===== src/rtl/lvds_tx_lane_framer.sv =====
// lvds_tx_lane_framer: 1x-clock transmit framer for one LVDS 7:1 lane.
// Sends TRAIN_PATTERN for TRAIN_WORDS cycles after reset or a training
// request, then streams words from a small FIFO, inserting IDLE_WORD on
// underrun and counting those idles once real data has been sent.
// Optional PRBS7 test-data source enabled by defining LVDS_TX_PRBS_EN.
module lvds_tx_lane_framer #(
   parameter logic [6:0] TRAIN_PATTERN = 7'b1100011,
   parameter int         TRAIN_WORDS   = 1024,
   parameter logic [6:0] IDLE_WORD     = 7'b0000000,
   parameter int         FIFO_DEPTH    = 4,
   parameter int         BIT_REVERSE   = 0
) (
   input  logic        I_clk,
   input  logic        I_rst,
   input  logic        I_train_start,
   input  logic        I_din_valid,
   input  logic [6:0]  I_din,
   output logic        O_din_ready,
   input  logic        I_prbs_mode,
   output logic [6:0]  O_tx_data,
   output logic        O_train_busy,
   output logic [15:0] O_underrun_cnt
);

   localparam int AW = (FIFO_DEPTH > 1) ? $clog2(FIFO_DEPTH) : 1;
   localparam int CW = (TRAIN_WORDS > 1) ? $clog2(TRAIN_WORDS) : 1;
   localparam logic [CW-1:0] CNT_LAST = CW'(TRAIN_WORDS - 1);
   localparam logic [AW:0]   FIFO_FULL = (AW+1)'(FIFO_DEPTH);

   typedef enum logic {S_TRAIN, S_DATA} state_t;

   // Output bit ordering towards the serializer.
   function automatic logic [6:0] map_word(input logic [6:0] w);
      logic [6:0] r;
      r = w;
      if (BIT_REVERSE != 0) begin
         for (int i = 0; i < 7; i++) r[i] = w[6-i];
      end
      return r;
   endfunction

   // Underrun counter saturates at all-ones instead of wrapping.
   function automatic logic [15:0] sat_inc(input logic [15:0] v);
      return (v == 16'hFFFF) ? v : v + 16'd1;
   endfunction

   state_t          state_q, state_d;
   logic [CW-1:0]   cnt_q, cnt_d;
   logic [6:0]      mem_q [FIFO_DEPTH];
   logic [AW-1:0]   wr_ptr_q, wr_ptr_d, rd_ptr_q, rd_ptr_d;
   logic [AW:0]     count_q, count_d;
   logic            ready_q, ready_d;
   logic [6:0]      tx_q, tx_d;
   logic            busy_q, busy_d;
   logic            armed_q, armed_d;
   logic [15:0]     urun_q, urun_d;
   logic            wr_en, pop, flush;

`ifdef LVDS_TX_PRBS_EN
   localparam logic [6:0] PRBS_SEED = 7'h7F;
   logic [6:0] lfsr_q, lfsr_d;

   // One step of the x^7 + x^6 + 1 Fibonacci LFSR.
   function automatic logic [6:0] prbs_step(input logic [6:0] s);
      return {s[5:0], s[6] ^ s[5]};
   endfunction
`else
   logic unused_prbs_mode;
   assign unused_prbs_mode = I_prbs_mode;
`endif

   // A training request flushes the FIFO, so any write in that cycle is dropped.
   assign wr_en = I_din_valid && ready_q && !I_train_start;

   // Next-state, word selection, FIFO pointer and counter updates.
   always_comb begin
      state_d  = state_q;
      cnt_d    = cnt_q;
      tx_d     = tx_q;
      busy_d   = busy_q;
      armed_d  = armed_q;
      urun_d   = urun_q;
      pop      = 1'b0;
      flush    = 1'b0;
`ifdef LVDS_TX_PRBS_EN
      lfsr_d   = PRBS_SEED;
`endif
      if (I_train_start) begin
         // The request cycle already carries the first pattern word, so the
         // counter starts at 1 and exactly TRAIN_WORDS pattern words go out.
         flush   = 1'b1;
         state_d = S_TRAIN;
         cnt_d   = CW'(1);
         tx_d    = map_word(TRAIN_PATTERN);
         busy_d  = 1'b1;
         armed_d = 1'b0;
      end else begin
         case (state_q)
            S_TRAIN: begin
               tx_d   = map_word(TRAIN_PATTERN);
               busy_d = 1'b1;
               if (cnt_q == CNT_LAST) begin
                  state_d = S_DATA;
                  cnt_d   = '0;
               end else begin
                  cnt_d = cnt_q + 1'b1;
               end
            end
            default: begin
               busy_d = 1'b0;
`ifdef LVDS_TX_PRBS_EN
               lfsr_d = lfsr_q;
               if (I_prbs_mode) begin
                  tx_d   = map_word(lfsr_q);
                  lfsr_d = prbs_step(lfsr_q);
               end else
`endif
               if (count_q != '0) begin
                  pop     = 1'b1;
                  tx_d    = map_word(mem_q[rd_ptr_q]);
                  armed_d = 1'b1;
               end else begin
                  tx_d = map_word(IDLE_WORD);
                  if (armed_q) urun_d = sat_inc(urun_q);
               end
            end
         endcase
      end

      wr_ptr_d = wr_ptr_q;
      rd_ptr_d = rd_ptr_q;
      count_d  = count_q;
      if (flush) begin
         wr_ptr_d = '0;
         rd_ptr_d = '0;
         count_d  = '0;
      end else begin
         if (wr_en) wr_ptr_d = wr_ptr_q + 1'b1;
         if (pop)   rd_ptr_d = rd_ptr_q + 1'b1;
         case ({wr_en, pop})
            2'b10:   count_d = count_q + 1'b1;
            2'b01:   count_d = count_q - 1'b1;
            default: count_d = count_q;
         endcase
      end
      // Readiness looks only at occupancy, never at a same-cycle pop.
      ready_d = (count_d != FIFO_FULL);
   end

   // Control and output registers with asynchronous reset.
   always_ff @(posedge I_clk or posedge I_rst) begin
      if (I_rst) begin
         state_q  <= S_TRAIN;
         cnt_q    <= '0;
         wr_ptr_q <= '0;
         rd_ptr_q <= '0;
         count_q  <= '0;
         ready_q  <= 1'b0;
         tx_q     <= map_word(IDLE_WORD);
         busy_q   <= 1'b1;
         armed_q  <= 1'b0;
         urun_q   <= '0;
      end else begin
         state_q  <= state_d;
         cnt_q    <= cnt_d;
         wr_ptr_q <= wr_ptr_d;
         rd_ptr_q <= rd_ptr_d;
         count_q  <= count_d;
         ready_q  <= ready_d;
         tx_q     <= tx_d;
         busy_q   <= busy_d;
         armed_q  <= armed_d;
         urun_q   <= urun_d;
      end
   end

`ifdef LVDS_TX_PRBS_EN
   // LFSR state; held at the seed outside DATA so every DATA entry restarts it.
   always_ff @(posedge I_clk or posedge I_rst) begin
      if (I_rst) lfsr_q <= PRBS_SEED;
      else       lfsr_q <= lfsr_d;
   end
`endif

   // FIFO storage; occupancy is tracked by the control registers.
   always_ff @(posedge I_clk) begin
      if (wr_en) mem_q[wr_ptr_q] <= I_din;
   end

   assign O_din_ready    = ready_q;
   assign O_tx_data      = tx_q;
   assign O_train_busy   = busy_q;
   assign O_underrun_cnt = urun_q;

endmodule


===== config.mk =====
export PLATFORM = sky130hd
export DESIGN_NAME = lvds_tx_lane_framer
export DESIGN_NICKNAME = d
export VERILOG_FILES = /design/src/rtl/lvds_tx_lane_framer.sv
export SDC_FILE = /design/constraint.sdc
export NUM_CORES = 1
export LEC_CHECK = 0
export BUFFER_PORTS_ARGS = -buffer_cell sky130_fd_sc_hd__buf_4
export CORE_ASPECT_RATIO = 0.9
export CORE_MARGIN = 2
export CORE_UTILIZATION = 30
export DETAILED_ROUTE_END_ITERATION = 7
export GPL_TIMING_DRIVEN = 0
export PLACE_DENSITY = 0.51
export SLEW_MARGIN = 20
export SYNTH_ARGS = -nofsm -noshare
export SYNTH_HDL_FRONTEND = slang
export SYNTH_SLANG_ARGS = --single-unit

===== constraint.sdc =====
create_clock -name I_clk -period 3 [get_ports I_clk]
set_clock_uncertainty 0.2 [all_clocks]
set_input_delay 0.6 -clock I_clk [delete_from_list [all_inputs] [get_ports I_clk]]
set_output_delay 0.6 -clock I_clk [all_outputs]
set_load 0.02 [all_outputs]

==> metrics list <==
- Run status: completed
- The number of nets in the synthesized netlist is 268.
* Static leakage: 1.61 nW
- Detailed placement ended at an HPWL of 3.96 mm.
- Top achievable clock speed: 371 MHz
- Fraction of synthesized area in multiplexers: 6.08%
* Diodes inserted: 0
- Compared with the post-synthesis result, the final layout area differs by 24.2%.
- Setup-violating endpoint count in the final report: 0
* Aggregate routed wire length: 5.74 mm
- Most common library cell in the layout ignoring fill and taps: sky130_fd_sc_hd__dfrtp_1
- Clock Path Buffers: 2
- Clock tree from TritonCTS: yes
- Die outline width: 112 um
* Gp weighted congestion: 0.712
* Average via count per standard cell: 4.58
* Sequential share of the synthesized area: 62.1%
- Once routing completed, OpenROAD measured the worst setup slack at 0.305 ns.
* Largest vdd supply drop: 341 uV
- Of the cells placed in the final design, the portion with a size suffix greater than 1 is 23.7%.
- Number of hold buffers added after CTS: 0
* Critical path startpoint category: flop
* Final number of max-transition violations: 0
* Final worst-path cycle share: 89.8%
- Summed instance area of the synthesized netlist: 0.00313 mm2
* Root Buffer Master: sky130_fd_sc_hd__clkbuf_16
* Clock Sinks: 72
- Count of vias placed by the detailed router: 1961
- Worst Path Required: 3.01 ns
- Counting the fill cells in the layout gives 976.
- In this run the tightest slew margin relative to its limit is 51.3%.
- Number of gates resized after cts: 0
- From bottom edge to top edge, the die measures 101 um.
* Buf+Inv Stages, Crit Path: 1
- The region available for standard cell placement spans 0.0102 mm2.
- Arrival time at the worst endpoint: 2.70 ns
* Clk Latency, worst-skew pair: 0.32 ns
- Number of optimization iterations in the first detailed-route pass: 4
- First-pass GRT wire length: 10.1 mm
- Family with the most delay on the worst path: simple AND/OR/NAND/NOR gates
- Pwr Density: 572 mW/mm2
* Iter 0 DRT Violations: 104
- Buffers inserted by post-CTS timing repair: 0
* Commonest cells after routing, fill and taps aside: sky130_fd_sc_hd__dfrtp_1, sky130_fd_sc_hd__buf_4, sky130_fd_sc_hd__edfxtp_1
* Effective utilization at floorplan: 30.7%
- Highest fanout seen on the critical path: 13
- The die covers 0.0113 mm2.
- Min-Delay Path Class: input port to asynchronous set/reset pin
- Kind of critical path: flop to flop
- In the synthesized netlist, the number of instances is 248.
- The critical path goes through or3_4, nand2_1, inv_1, ha_1, fa_1, xnor2_1, or3_1, a21oi_1, nand2_1.
* Register bit count reported by yosys: 72
- Largest family of logic cells by synthesized area: simple AND/OR/NAND/NOR gates
* Total count of hold-check failures in the final report: 0
* DRT antenna net count: 0
* Accumulated negative setup slack: 0 ns
- Number of distinct library cells after synthesis: 37
* Num ports: 37
- In this design, the stage delay of the slowest critical-path cell is 0.46 ns.
- After clock tree synthesis, the clock-pin slew on the worst setup and hold paths is 0.06 ns.
* Dominant cell type by count on the critical path: sky130_fd_sc_hd__nand2_1
* GRT Residual Overflow: 0
- The slowest stage of the critical path belongs to the cell sky130_fd_sc_hd__or3_4.
- Prior to clock tree synthesis, the placed netlist has a worst setup slack of 0.0268 ns.
- Entering global routing, the biggest net connects 27 pins.
- The via count of the first global-routing pass is 2079.
- Across every metal layer, demand over resource in global routing totals 11.3%.
* Post-Synthesis Mean Instance Area: 12.6 um2
- Post-DR wirelength/cell: 13.4 um
* Post-layout nets: 314
- Summing the areas of all xor and xnor instances in the mapped netlist gives 6.16% of the synthesized area.
- The worst setup path is captured at a flop.
- The synthesized netlist devotes 3.64% of its cell area to compound gates.
- Fraction of the mapped netlist area in adder cells: 3.44%
* Yosys Warn Count: 0
- Num rows: 35
- At the pin with the least slew margin, the transition time is 0.730 ns.
- Max-Cap Viols: 0
- Buffers placed on the I/O ports in this run total 35.
- Summing the areas of all and, or, nand and nor instances in the mapped netlist gives 16.2% of the synthesized area.
- Setup repair after global routing missed its margin: no
* Initial antenna violation count: 0
- Min cycle time layout: 2.69 ns
- Total DRC errors in the routed layout: 0
- Number of buffers inserted during clock tree synthesis: 9
- The H-tree was split into 3 levels.
==> flip-flops by register name, indices dropped and copies added, names as in the netlist <==
register and flops:
O_din_ready 1, O_train_busy 1, O_tx_data 7, O_underrun_cnt 16, armed_q 1, cnt_q 10
count_q 3, mem_q 28, rd_ptr_q 2, state_q 1, wr_ptr_q 2
==> routing by layer <==
metal  share of wire, %  track usage, %
met1                 50            15.5
met4                1.2            3.42
met5                  0               0
met3                3.9            3.31
met2                 45            17.6
==> stage by stage <==
step | hold WS, ns | cell area (um2) | std cells | utilization, % | power (mW)
2_1_floorplan | 0.260 | 3130 | 248 | - | 1.13
3_3_place_gp | 0.280 | 3550 | 412 | 34.8 | 1.17
3_5_place_dp | 0.282 | 3580 | 413 | 35.1 | 1.18
4_1_cts | 0.173 | 3880 | 429 | 38.1 | 2.26
5_1_grt | 0.210 | 3890 | 428 | 38.1 | 2.32
6_report | 0.152 | 3890 | 428 | 38.1 | 2.23
==> synth_stat cells <==
master | instances | share of area [%]
sky130_fd_sc_hd__nor4_1 | 2 | 0.40
sky130_fd_sc_hd__a311oi_1 | 1 | 0.28
sky130_fd_sc_hd__or2_2 | 2 | 0.40
sky130_fd_sc_hd__buf_2 | 1 | 0.16
sky130_fd_sc_hd__nor2b_1 | 1 | 0.20
sky130_fd_sc_hd__edfxtp_1 | 28 | 27
sky130_fd_sc_hd__nand3b_1 | 1 | 0.24
sky130_fd_sc_hd__mux4_2 | 7 | 5.0
sky130_fd_sc_hd__or3_1 | 3 | 0.60
sky130_fd_sc_hd__and2_1 | 5 | 1.0
sky130_fd_sc_hd__and3_1 | 4 | 0.80
sky130_fd_sc_hd__nand3_1 | 12 | 1.9
sky130_fd_sc_hd__o21bai_1 | 1 | 0.24
sky130_fd_sc_hd__dfstp_2 | 1 | 0.84
sky130_fd_sc_hd__nand2_1 | 23 | 2.8
sky130_fd_sc_hd__nand4_1 | 8 | 1.6
sky130_fd_sc_hd__mux2i_1 | 1 | 0.32
sky130_fd_sc_hd__a21oi_1 | 10 | 1.6
sky130_fd_sc_hd__nor4b_1 | 1 | 0.28
sky130_fd_sc_hd__xnor2_1 | 8 | 2.2
sky130_fd_sc_hd__a31oi_1 | 2 | 0.40
sky130_fd_sc_hd__or3_4 | 1 | 0.36
sky130_fd_sc_hd__o21ai_0 | 4 | 0.64
sky130_fd_sc_hd__o211ai_1 | 2 | 0.48
sky130_fd_sc_hd__and4_1 | 1 | 0.28
sky130_fd_sc_hd__mux2_2 | 2 | 0.72
sky130_fd_sc_hd__xor2_1 | 14 | 3.9
sky130_fd_sc_hd__inv_1 | 10 | 1.2
sky130_fd_sc_hd__nor3_1 | 8 | 1.3
sky130_fd_sc_hd__nor2_1 | 18 | 2.2
sky130_fd_sc_hd__nor3b_1 | 1 | 0.24
sky130_fd_sc_hd__ha_1 | 7 | 2.8
sky130_fd_sc_hd__clkbuf_1 | 9 | 1.1
sky130_fd_sc_hd__fa_1 | 1 | 0.64
sky130_fd_sc_hd__dfrtp_1 | 43 | 34
sky130_fd_sc_hd__nor4_2 | 3 | 1.2
sky130_fd_sc_hd__or4_1 | 2 | 0.48
==> area by class of cell <==
class	count	area (um2)	share of cell area (%)
Tap cell	129	161	4.15
Buffer	9	35.0	0.901
Inverter	10	37.5	0.965
Clock inverter	7	77.6	1.99
Sequential cell	72	1940	50.0
Multi-Input combinational cell	156	1120	28.8
Clock buffer	9	225	5.79
Timing Repair Buffer	36	290	7.46
==> path summary, 6_finish.rpt <==
kind / start / end / slack, ns / cells past startpoint
setup / recovery: count_q[1]$_DFF_PP0_ / O_din_ready$_DFF_PP0_ / 0.31 / 9
hold / removal: I_rst / O_tx_data[6]$_DFF_PP0_ / 0.15 / 2
setup reg to reg: count_q[1]$_DFF_PP0_ / O_din_ready$_DFF_PP0_ / 0.31 / 9
hold reg to reg: cnt_q[9]$_DFFE_PP0P_ / cnt_q[9]$_DFFE_PP0P_ / 0.28 / 1
max in group asynchronous: I_rst / cnt_q[9]$_DFFE_PP0P_ / 1.93 / 3
min in group I_clk: I_din[6] / mem_q[2][6]$_DFFE_PP_ / 0.28 / 1
==> cells by family (layout without fill, tap and decap cells) <==
family	count (synthesis)	count (layout)
AND/OR/NAND/NOR	96	96
flip-flops	72	72
AO/OA/AOI/OAI	20	20
adder cells (fa/ha/maj)	8	8
multiplexers	10	10
XOR/XNOR	22	22
buffers and inverters	20	71
==> where the power goes <==
part	leakage (nW)	internal (mW)	switching [mW]
registers	0.832	1.05	0.0137
logic	0.633	0.0384	0.0557
clock network	0.146	0.651	0.422
(Power assumes the default switching activity.)
